<file path="config.mk">
export PLATFORM = sky130hd
export DESIGN_NAME = uart_tx_param_flat
export DESIGN_NICKNAME = d
export VERILOG_FILES = /design/src/rtl/uart_tx_param_pkg.sv /design/src/rtl/uart_tx_param_if.sv /design/src/rtl/uart_tx_param_fifo.sv /design/src/rtl/uart_tx_param.sv /design/src/flat_wrapper.sv
export SDC_FILE = /design/constraint.sdc
export NUM_CORES = 1
export LEC_CHECK = 0
export ABC_AREA = 1
export BUFFER_PORTS_ARGS = -buffer_cell sky130_fd_sc_hd__buf_2
export CAP_MARGIN = 20
export CORE_UTILIZATION = 40
export CTS_BUF_LIST = sky130_fd_sc_hd__clkbuf_8 sky130_fd_sc_hd__clkbuf_16
export DETAILED_ROUTE_END_ITERATION = 7
export MAX_ROUTING_LAYER = met4
export SLEW_MARGIN = 20
export SYNTH_ARGS = -nofsm -noshare
export SYNTH_HDL_FRONTEND = slang
export SYNTH_SLANG_ARGS = --single-unit
</file>
<file path="constraint.sdc">
create_clock -name i_clk -period 6.2 [get_ports i_clk]
set_input_delay 0.62 -clock i_clk [delete_from_list [all_inputs] [get_ports i_clk]]
set_output_delay 0.62 -clock i_clk [all_outputs]
set_load 0.02 [all_outputs]
</file>
<file path="src/rtl/uart_tx_param_pkg.sv">
// Shared types and constants for the parametrised UART transmitter.
package uart_tx_param_pkg;

  typedef enum logic [2:0] {
    StIdle,
    StStart,
    StData,
    StParity,
    StStop
  } tx_state_e;

  localparam logic ParEven  = 1'b0;
  localparam logic ParOdd   = 1'b1;
  localparam logic LineIdle = 1'b1;

  // Turns the XOR-reduction of the data word into the transmitted parity bit.
  function automatic logic parity_bit(logic xor_red, logic par_type);
    logic r_bit;
    case (par_type)
      ParEven: r_bit = xor_red;
      ParOdd:  r_bit = ~xor_red;
    endcase
    return r_bit;
  endfunction

endpackage

</file>
<file path="src/rtl/uart_tx_param_if.sv">
// Valid/ready word channel from the host data path into the UART transmitter.
interface uart_tx_param_if #(
  parameter int unsigned DATA_WIDTH = 8
) ();

  logic [DATA_WIDTH-1:0] p_data;
  logic                  data_valid;
  logic                  data_ready;

  modport master (output p_data, output data_valid, input data_ready);
  modport slave  (input p_data, input data_valid, output data_ready);

endinterface

</file>
<file path="src/rtl/uart_tx_param_fifo.sv">
// Synchronous FIFO with wrapping pointers carrying an extra MSB to tell full from empty.
module uart_tx_param_fifo #(
  parameter int unsigned WIDTH = 8,
  parameter int unsigned DEPTH = 4,
  localparam int unsigned AW   = $clog2(DEPTH)
) (
  input  logic             i_clk,
  input  logic             i_rst,
  input  logic             i_push,
  input  logic [WIDTH-1:0] i_wdata,
  input  logic             i_pop,
  output logic [WIDTH-1:0] o_rdata,
  output logic             o_full,
  output logic             o_empty,
  output logic [AW:0]      o_level
);

  localparam logic [AW:0] DepthVal = (AW + 1)'(DEPTH);

  logic [WIDTH-1:0] r_mem [DEPTH];
  logic [AW:0]      r_wptr;
  logic [AW:0]      r_rptr;
  logic             w_do_push;
  logic             w_do_pop;

  assign o_level   = r_wptr - r_rptr;
  assign o_full    = (o_level == DepthVal);
  assign o_empty   = (o_level == '0);
  assign w_do_push = i_push & ~o_full;
  assign w_do_pop  = i_pop & ~o_empty;
  assign o_rdata   = r_mem[r_rptr[AW-1:0]];

  always_ff @(posedge i_clk) begin
    if (i_rst) begin
      r_wptr <= '0;
      r_rptr <= '0;
    end else begin
      if (w_do_push) r_wptr <= r_wptr + 1'b1;
      if (w_do_pop)  r_rptr <= r_rptr + 1'b1;
    end
  end

  always_ff @(posedge i_clk) begin
    if (w_do_push) r_mem[r_wptr[AW-1:0]] <= i_wdata;
  end

endmodule

</file>
<file path="src/rtl/uart_tx_param.sv">
// UART transmitter: FIFO-buffered words sent LSB-first with optional parity, 1 or 2 stop bits
// and a runtime bit period; frames run back-to-back while the FIFO holds data.
module uart_tx_param
  import uart_tx_param_pkg::*;
#(
  parameter int unsigned DATA_WIDTH  = 8,
  parameter int unsigned FIFO_DEPTH  = 4,
  parameter int unsigned PRESC_WIDTH = 16,
  localparam int unsigned LevelW     = $clog2(FIFO_DEPTH) + 1
) (
  input  logic                   i_clk,
  input  logic                   i_rst,
  uart_tx_param_if.slave         s_bus,
  input  logic                   i_par_en,
  input  logic                   i_par_type,
  input  logic                   i_stop2,
  input  logic [PRESC_WIDTH-1:0] i_prescale,
  output logic                   o_tx_out,
  output logic                   o_busy,
  output logic [LevelW-1:0]      o_fifo_level
);

  localparam int unsigned BitW    = $clog2(DATA_WIDTH) + 1;
  localparam logic [BitW-1:0] LastBit = BitW'(DATA_WIDTH - 1);

  tx_state_e              r_state, w_state_nxt;
  logic [PRESC_WIDTH-1:0] r_cnt, w_cnt_nxt;
  logic [PRESC_WIDTH-1:0] r_presc_m1, w_presc_m1;
  logic [BitW-1:0]        r_bit, w_bit_nxt;
  logic [DATA_WIDTH-1:0]  r_shift, w_shift_nxt;
  logic                   r_par_en, r_par_bit, r_stop2;
  logic                   r_tx, w_tx_nxt;
  logic                   w_pop, w_tick, w_push, w_full, w_empty;
  logic [DATA_WIDTH-1:0]  w_fifo_rdata;

  assign w_presc_m1       = (i_prescale == '0) ? '0 : i_prescale - 1'b1;
  assign s_bus.data_ready = ~w_full | i_rst;
  assign w_push           = s_bus.data_valid & s_bus.data_ready;

  uart_tx_param_fifo #(
    .WIDTH (DATA_WIDTH),
    .DEPTH (FIFO_DEPTH)
  ) u_fifo (
    .i_clk   (i_clk),
    .i_rst   (i_rst),
    .i_push  (w_push),
    .i_wdata (s_bus.p_data),
    .i_pop   (w_pop),
    .o_rdata (w_fifo_rdata),
    .o_full  (w_full),
    .o_empty (w_empty),
    .o_level (o_fifo_level)
  );

  assign w_tick = (r_cnt == r_presc_m1);

  always_comb begin
    w_state_nxt = r_state;
    w_cnt_nxt   = r_cnt;
    w_bit_nxt   = r_bit;
    w_shift_nxt = r_shift;
    w_pop       = 1'b0;
    unique case (r_state)
      StIdle: begin
        if (!w_empty) begin
          w_pop       = 1'b1;
          w_shift_nxt = w_fifo_rdata;
          w_cnt_nxt   = '0;
          w_state_nxt = StStart;
        end
      end
      StStart: begin
        if (w_tick) begin
          w_cnt_nxt   = '0;
          w_bit_nxt   = '0;
          w_state_nxt = StData;
        end else begin
          w_cnt_nxt = r_cnt + 1'b1;
        end
      end
      StData: begin
        if (w_tick) begin
          w_cnt_nxt = '0;
          if (r_bit == LastBit) begin
            w_bit_nxt   = '0;
            w_state_nxt = r_par_en ? StParity : StStop;
          end else begin
            w_bit_nxt   = r_bit + 1'b1;
            w_shift_nxt = r_shift >> 1;
          end
        end else begin
          w_cnt_nxt = r_cnt + 1'b1;
        end
      end
      StParity: begin
        if (w_tick) begin
          w_cnt_nxt   = '0;
          w_bit_nxt   = '0;
          w_state_nxt = StStop;
        end else begin
          w_cnt_nxt = r_cnt + 1'b1;
        end
      end
      StStop: begin
        if (w_tick) begin
          w_cnt_nxt = '0;
          // r_bit counts stop bits already sent so STOP2 stretches this state to 2P.
          if (r_stop2 && r_bit == '0) begin
            w_bit_nxt = 1'b1;
          end else if (!w_empty) begin
            w_bit_nxt   = '0;
            w_pop       = 1'b1;
            w_shift_nxt = w_fifo_rdata;
            w_state_nxt = StStart;
          end else begin
            w_bit_nxt   = '0;
            w_state_nxt = StIdle;
          end
        end else begin
          w_cnt_nxt = r_cnt + 1'b1;
        end
      end
      default: w_state_nxt = StIdle;
    endcase
  end

  always_comb begin
    w_tx_nxt = LineIdle;
    unique case (w_state_nxt)
      StStart:  w_tx_nxt = 1'b0;
      StData:   w_tx_nxt = w_shift_nxt[0];
      StParity: w_tx_nxt = r_par_bit;
      default:  w_tx_nxt = LineIdle;
    endcase
  end

  always_ff @(posedge i_clk) begin
    if (i_rst) begin
      r_state    <= StIdle;
      r_cnt      <= '0;
      r_bit      <= '0;
      r_shift    <= '0;
      r_tx       <= LineIdle;
      r_par_en   <= 1'b0;
      r_par_bit  <= 1'b0;
      r_stop2    <= 1'b0;
      r_presc_m1 <= '0;
    end else begin
      r_state <= w_state_nxt;
      r_cnt   <= w_cnt_nxt;
      r_bit   <= w_bit_nxt;
      r_shift <= w_shift_nxt;
      r_tx    <= w_tx_nxt;
      // Frame configuration is captured with the word so mid-frame changes cannot disturb it.
      if (w_pop) begin
        r_par_en   <= i_par_en;
        r_par_bit  <= parity_bit(^w_fifo_rdata, i_par_type);
        r_stop2    <= i_stop2;
        r_presc_m1 <= w_presc_m1;
      end
    end
  end

  assign o_tx_out = r_tx;
  assign o_busy   = (r_state != StIdle);

endmodule

</file>
<file path="src/flat_wrapper.sv">
// flat-port wrapper written by rule: the top's interface ports become plain ports
module uart_tx_param_flat import uart_tx_param_pkg::*;
#(
  parameter int unsigned DATA_WIDTH  = 8,
  parameter int unsigned FIFO_DEPTH  = 4,
  parameter int unsigned PRESC_WIDTH = 16,
  localparam int unsigned LevelW     = $clog2(FIFO_DEPTH) + 1
)
  (i_clk, i_rst, i_par_en, i_par_type, i_stop2, i_prescale, o_tx_out, o_busy, o_fifo_level, s_bus_p_data, s_bus_data_valid, s_bus_data_ready);
  uart_tx_param_if #(.DATA_WIDTH(DATA_WIDTH)) s_bus_i ();
  input  logic i_clk;
  input  logic i_rst;
  input  logic i_par_en;
  input  logic i_par_type;
  input  logic i_stop2;
  input  logic [PRESC_WIDTH-1:0] i_prescale;
  output logic o_tx_out;
  output logic o_busy;
  output logic [LevelW-1:0] o_fifo_level;
  input wire logic [$bits(s_bus_i.p_data)-1:0] s_bus_p_data;
  input wire logic [$bits(s_bus_i.data_valid)-1:0] s_bus_data_valid;
  output wire logic [$bits(s_bus_i.data_ready)-1:0] s_bus_data_ready;
  assign s_bus_i.p_data = s_bus_p_data;
  assign s_bus_i.data_valid = s_bus_data_valid;
  assign s_bus_data_ready = s_bus_i.data_ready;
  uart_tx_param #(.DATA_WIDTH(DATA_WIDTH), .FIFO_DEPTH(FIFO_DEPTH), .PRESC_WIDTH(PRESC_WIDTH)) u_core (.i_clk(i_clk), .i_rst(i_rst), .s_bus(s_bus_i), .i_par_en(i_par_en), .i_par_type(i_par_type), .i_stop2(i_stop2), .i_prescale(i_prescale), .o_tx_out(o_tx_out), .o_busy(o_busy), .o_fifo_level(o_fifo_level));
endmodule
</file>
Word-level counts from Yosys, hierarchy flattened
Memory sizes are Yosys's and may differ from the RTL's. A register that Yosys moved wholly into a read port is not among the register bits.
Cells that the tools add are included.

word-level totals
  input port bits = 30
  memories = 1
  logic and storage cells = 94
  memory bits (writable) = 32
  output and inout bits = 6
  register bits = 57

operators by class
  multiplexer cells = 36
  bitwise gates (word level) = 8
  equality and inequality tests = 16
  reductions and logical operators = 15
  add/sub/neg operators = 6

memories
  memory               depth  width  rd ports  clocked after Yosys merged registers in  write ports  RTL line                  text
  u_core.u_fifo.r_mem  4      8      1         1                                        1            uart_tx_param_fifo.sv:20  logic [WIDTH-1:0] r_mem [DEPTH];

operators with widths
  cell                   number
  $mux 16                3
  $mux 8                 5
  $pmux 16 s2            1
  $mux 3                 8
  $pmux 8 s3             1
  $add 16x1->16 const B  1
  $eq 16x16->1           1
  $logic_not 16->1       1
  $mux 4                 4
  $sub 16x1->16 const B  1
  $pmux 3 s5             1
  $eq 3x2->1 const B     4
  $pmux 4 s3             1
  $reduce_bool 3->1      3
  $reduce_xor 8->1       1
  $mux 1                 7
  $add 3x1->3 const B    2
  $eq 3x1->1 const B     2
  $eq 3x3->1 const B     2
  $logic_not 3->1        2
  $ne 2x1->1 const B     3
  $ne 2x2->1 const B     3
  $reduce_and 5->1       1
  $add 4x1->4 const B    1
  other kinds (15)       22

Depth between registers and ports, before layout
  word-level depth = 9
  gate-level depth with buffers = 17
  mapped depth without buffers = 17

Hierarchy
From an unflattened synthesis, not the netlist that was laid out.

second synthesis, totals
  cell total of the unflattened synthesis = 675
  area, all modules = 5,062.4 um^2

by module, submodules not included
  module              instances  sequential area each (um^2)  area each (um^2)  cells each
  uart_tx_param       1          1,021.0                      3,353.2           521
  uart_tx_param_fifo  1          1,121.1                      1,709.1           154

Least setup slack after synthesis
No wires, ideal clock.

  path kind = register -> register
  start = register u_core.u_fifo.r_wptr[0]
  end = memory u_core.u_fifo.r_mem[3][0], enable pin
  required time = 5.826 ns
  setup slack = 3.897 ns
  library setup time = 0.374 ns
  path buffers = 0
  period minus slack after synthesis = 2.303 ns
  stages on the path, launching flop included = 11
  arrival time = 1.930 ns
  cells stage by stage = dfxtp_1 inv_1 ha_1 fa_1 inv_1 nand2_1 nand2_1 nand2_1 nand2_1 o21ai_1 nor2_1

on the way
  word-level cells in the longest chain between the ends = 8

RTL lines
  item                          RTL line                                       text
  start: declaration            uart_tx_param_fifo.sv:21                       logic [AW:0] r_wptr;
  start signal: assignment      uart_tx_param_fifo.sv:38                       if (w_do_push) r_wptr <= r_wptr + 1'b1;
  $sub 3x3->3                   uart_tx_param_fifo.sv:26                       assign o_level = r_wptr - r_rptr;
  $eq 3x3->1                    uart_tx_param_fifo.sv:27                       assign o_full = (o_level == DepthVal);
  $not 1->1                     uart_tx_param_fifo.sv:29, uart_tx_param.sv:37
  $or 1x1->1                    uart_tx_param.sv:37                            assign s_bus.data_ready = ~w_full | i_rst;
  $and 1x1->1                   uart_tx_param.sv:38                            assign w_push = s_bus.data_valid & s_bus.data_ready;
  $and 1x1->1                   uart_tx_param_fifo.sv:29                       assign w_do_push = i_push & ~o_full;
  $mux 1                        uart_tx_param_fifo.sv:44                       if (w_do_push) r_mem[r_wptr[AW-1:0]] <= i_wdata;
  $mux 1 (implied by the code)  uart_tx_param_fifo.sv:44
  end: declaration              uart_tx_param_fifo.sv:20

Several ways; a longest one is shown, not always the timed one.

Worst setup path after layout
  start = register u_core.u_fifo.r_wptr[0]
  end = register u_core.r_cnt[13]

on the way
  word-level cells in the longest chain between the ends = 4

RTL lines
  item                        RTL line                  text
  $sub 3x3->3                 uart_tx_param_fifo.sv:26
  $logic_not 3->1             uart_tx_param_fifo.sv:28  assign o_empty = (o_level == '0);
  $ne 2x2->1 (no line)        --
  $reduce_and 2->1 (no line)  --
  end signal: assignment      uart_tx_param.sv:150      r_cnt <= w_cnt_nxt;
  end: declaration            uart_tx_param.sv:27       logic [PRESC_WIDTH-1:0] r_cnt, w_cnt_nxt;

No other way between the ends.
A chain may end at the register's enable or synchronous reset.

==> results.md <==
| Step | Parameter | Value |
|:---|:---|:---|
| sta | Final worst path period need | 3.006 ns |
| synth | Ranking of synthesized cells by instance count | sky130_fd_sc_hd__nand2_1 (175), sky130_fd_sc_hd__inv_1 (76), sky130_fd_sc_hd__nor2_1 (67), sky130_fd_sc_hd__dfxtp_1 (59), sky130_fd_sc_hd__a21oi_1 (56) |
| setup path | Setup crit start kind | flop |
| floorplan | Total number of placement rows | 40 |
| global routing | Combined global-route utilization of all metal layers | 0.1970 |
| synth | Main area contributors after synthesis | sky130_fd_sc_hd__dfxtp_1 (23%), sky130_fd_sc_hd__edfxtp_1 (19%), sky130_fd_sc_hd__nand2_1 (13%) |
| cts | Root cell of the clock tree | sky130_fd_sc_hd__clkbuf_16 |
| cts | Clock slew seen by the registers of the worst setup and hold paths | 0.07 ns |
| setup path | Type of element capturing the critical path | flop |
| floorplan | Initial core utilization | 0.4161 |
| drt | Residual DRC | 0 |
| setup path | Critical path type | reg2reg |
| sta | Number of slew-limit violations in the final report | 0 |
| finish | Design Area, Final | 5664 um^2 |
| cts | H-tree depth | 3 |
| power and ir drop | Internal Power | 1446 uW |
| finish | Diodes inserted | 0 |
| cts | Count of hold-fix buffers inserted at cts | 0 |
| power and ir drop | Portion of total power attributed to the clock network | 0.227 |
| synth | Leading cell type by number of instances after synthesis | sky130_fd_sc_hd__nand2_1 |
| power and ir drop | Static power due to leakage | 0.002384 uW |
| synth | Portion of synthesized cell area occupied by the leading cell type | 0.2325 |
| drt | Total number of vias | 4485 |
| sta | Clock Skews | 0.009050 ns |
| placement | Cell Area, Placed | 5346 um^2 |
| sta | Final critical-path share of the clock period | 0.4849 |
| worst hold path | Startpoint of the lowest-slack hold path | u_core.r_presc_m1[4] |
| power and ir drop | Peak supply drop | 0.1651 mV |
| outcome | Result of the run | completed |
| global routing | Number of global-route vias before repair | 4242 |
| cts | Clock sink count | 91 |
| cts | Worst-case clock buffer depth | 2 |
| finish | Share of post-route cells with drive strength above 1 | 0.1324 |
| synth | Number of flops mapped to enable cells by yosys | 32 |
| setup path | Setup slack on the worst flop-to-flop path | 3.19 ns |
| cts | Clock insertion delay at the later pin of the skew report | 0.35 ns |
| drt | Routed Antenna Nets | 0 |
| power and ir drop | Sequential share of power | 0.334 |
| worst hold path | Class of the most critical hold timing path | reg2reg |
| drt | Detailed-route vias per instance | 5.022 |
| cts | Number of buffers created by CTS | 9 |
| floorplan | Die span in x | 114.7 um |
| global routing | First-pass GRT wire length | 19580 um |
| power and ir drop | Switch share | 0.4406 |
| synth | Synthesized area per cell | 7.343 um^2 |
| global routing | Antenna violations before repair | 0 |
| global routing | Maximum number of pins on one net before global-route repair | 32 |
| synth | Portion of the post-synthesis area used by sequential elements | 0.4216 |
| synth | Synth Register Bits | 91 |
| setup path | Critical register-to-register path startpoint | u_core.u_fifo.r_wptr[0] |
| drt | Final routed wirelength across all metal layers | 11770 um |
| floorplan | Area of the die | 13160 um^2 |
| sta | Max-slew headroom | 0.4032 |
| synth | Syn Inst Count | 692 |
| floorplan | Core area | 12210 um^2 |
| flow run | Reported max-cap violation count | 0 |
| synth | Synthesized cell area | 5081 um^2 |
| sta | Number of endpoints with negative hold slack in the final report | 0 |
| floorplan | Ports | 36 |
| drt | Detailed-route wire length per cell | 13.18 um |
| finish | Net count of the finished layout | 761 |
| power and ir drop | Net Switching | 1139 uW |
| finish | Layout area overhead | 11.47% |
| cts | Gates resized, CTS repair | 0 |
| sta | Unrepaired setup endpoints after global routing | no |
| floorplan | Vertical extent of the die | 114.7 um |
| synth | Fraction of registers with async set/reset | 0 |
| sta | Transition time at the pin with the least slew margin | 0.8942 ns |
| sta | Endpoints failing setup | 0 |
| synth | Dominant synthesized flop cell | sky130_fd_sc_hd__dfxtp_1 |
| synth | Cell accounting for the most synthesized area | sky130_fd_sc_hd__dfxtp_1 |
| setup path | Data required time of the worst path | 6.42 ns |
| power and ir drop | Combinational fraction of design power | 0.439 |
| placement | Routability congestion estimate from global placement | 0.8634 |
| power and ir drop | Cell Pwr Density | 456.5 nW/um^2 |
| placement | Total half-perimeter wirelength after legalization and detailed placement | 8726 um |
| drt | Initial DRT Pass Iterations | 7 |
| synth | Count of yosys warnings during synthesis | 0 |
| cts | Clock tree from TritonCTS | yes |
| setup path | Critical Path Source | u_core.u_fifo.r_wptr[0] |
| setup path | Largest fanout of any net on the critical path | 16 |
| placement | Number of buffers added on ports | 35 |
| global routing | Total congestion overflow after global routing | 0 |
| synth | Distinct cell type count of the synthesized netlist | 45 |
| drt | Count of routing violations after the opening detailed-route iteration | 258 |
| setup path | Data arrival, critical path | 3.22 ns |
| synth | Synthesized Nets | 733 |
| sta | Total Negative Setup Slacks | 0 ns |
| cts | Setup Fix Bufs, Post-CTS | 0 |
| sta | Upper clock frequency limit | 332.6 MHz |
-- critical path, stage by stage (launching register included) --
cell and delay (ns):
sky130_fd_sc_hd__dfxtp_1 0.37, sky130_fd_sc_hd__inv_1 0.11, sky130_fd_sc_hd__ha_1 0.22, sky130_fd_sc_hd__fa_1 0.39, sky130_fd_sc_hd__inv_1 0.06, sky130_fd_sc_hd__nand2_1 0.05, sky130_fd_sc_hd__nand3b_1 0.08, sky130_fd_sc_hd__nand2_1 0.14
sky130_fd_sc_hd__nand2_2 0.30, sky130_fd_sc_hd__nand2_1 0.23, sky130_fd_sc_hd__nand2_2 0.27, sky130_fd_sc_hd__nand2_2 0.11, sky130_fd_sc_hd__nor2_4 0.12, sky130_fd_sc_hd__inv_2 0.05, sky130_fd_sc_hd__nor2_2 0.12, sky130_fd_sc_hd__and3_1 0.20
sky130_fd_sc_hd__nor3_2 0.04
-- metrics by stage --
step | power (uW) | hold WS [ns] | worst slack [ns] | utilization | cells
after CTS | 2599 | 0.4766 | 3.229 | 0.4638 | 893
final | 2585 | 0.4762 | 3.194 | 0.4638 | 893
after global placement | 1976 | 0.4631 | 3.407 | 0.4378 | 877
after global routing | 2790 | 0.4840 | 2.891 | 0.4638 | 893
after floorplan | 1783 | 0.4434 | 3.897 | - | 692
after detailed placement | 2010 | 0.4655 | 3.259 | 0.4378 | 877
-- cell families after synthesis --
| kind of cell | share of synthesized area |
|---|---|
| xor gates and xnor gates | 0.02930 |
| and+or+nand+nor | 0.3026 |
| adders and majority gates | 0.02856 |
| AOI/OAI and AO/OA | 0.1226 |
| DFF | 0.4216 |
| buffers and inverters | 0.09530 |
-- sequential cells by signal, summed over array words and instances, names as in the netlist, named ones only --
name,cells
u_core.r_par_bit,1
u_core.o_tx_out,1
u_core.r_stop2,1
u_core.r_bit,4
u_core.u_fifo.r_wptr,3
u_core.r_shift,8
u_core.u_fifo.r_mem,32
u_core.r_cnt,16
u_core.r_presc_m1,16
u_core.u_fifo.r_rptr,3
u_core.r_state,3
u_core.r_par_en,1
-- power by group through the flow --
stage               Clock, uW  Sequential (uW)  Combinational [uW]
global route              625              880                1280
finish                    587              863                1140
detailed placement          0              876                1130
global placement            0              873                1100
CTS                       599              863                1140
floorplan                   0              829                 954
-- per-layer routing --
metal  GRT usage  routed length [um]  vias up
met2      0.3200                5416       81
met4     0.08398                 265        0
met3     0.02965                 399       22
li1            -                   -     2303
met1      0.2443                5691     2079
met5           -                   0        -
-- path summary, 6_finish.rpt --
check	cells after the start	to
hold reg to reg	2	u_core.r_presc_m1[4]
setup / recovery	16	u_core.r_cnt[13]
hold / removal	2	u_core.r_presc_m1[4]
setup reg to reg	16	u_core.r_cnt[13]
-- final cells by class --
type / count / area (um^2)
clock buffer: 10 / 239.0
multi-input combinational: 486 / 2455
timing repair buffer: 35 / 175.2
clock inverter: 6 / 78.83
tap: 168 / 210.2
fill: 1238 / 6548
sequential: 91 / 2142
inverter: 97 / 364.1
-- placed cells by master (no fill, tap or decap), types with 19 or more instances in the layout --
cell	synthesis	routed
sky130_fd_sc_hd__nand2_1	175	175
sky130_fd_sc_hd__inv_1	76	76
sky130_fd_sc_hd__nor2_1	67	67
sky130_fd_sc_hd__dfxtp_1	59	59
sky130_fd_sc_hd__a21oi_1	56	56
sky130_fd_sc_hd__nand3_1	51	51
sky130_fd_sc_hd__buf_2	8	35
sky130_fd_sc_hd__o21ai_0	32	32
sky130_fd_sc_hd__edfxtp_1	32	32
sky130_fd_sc_hd__inv_2	19	19
No activity file was read; power rests on OpenSTA's default activity.
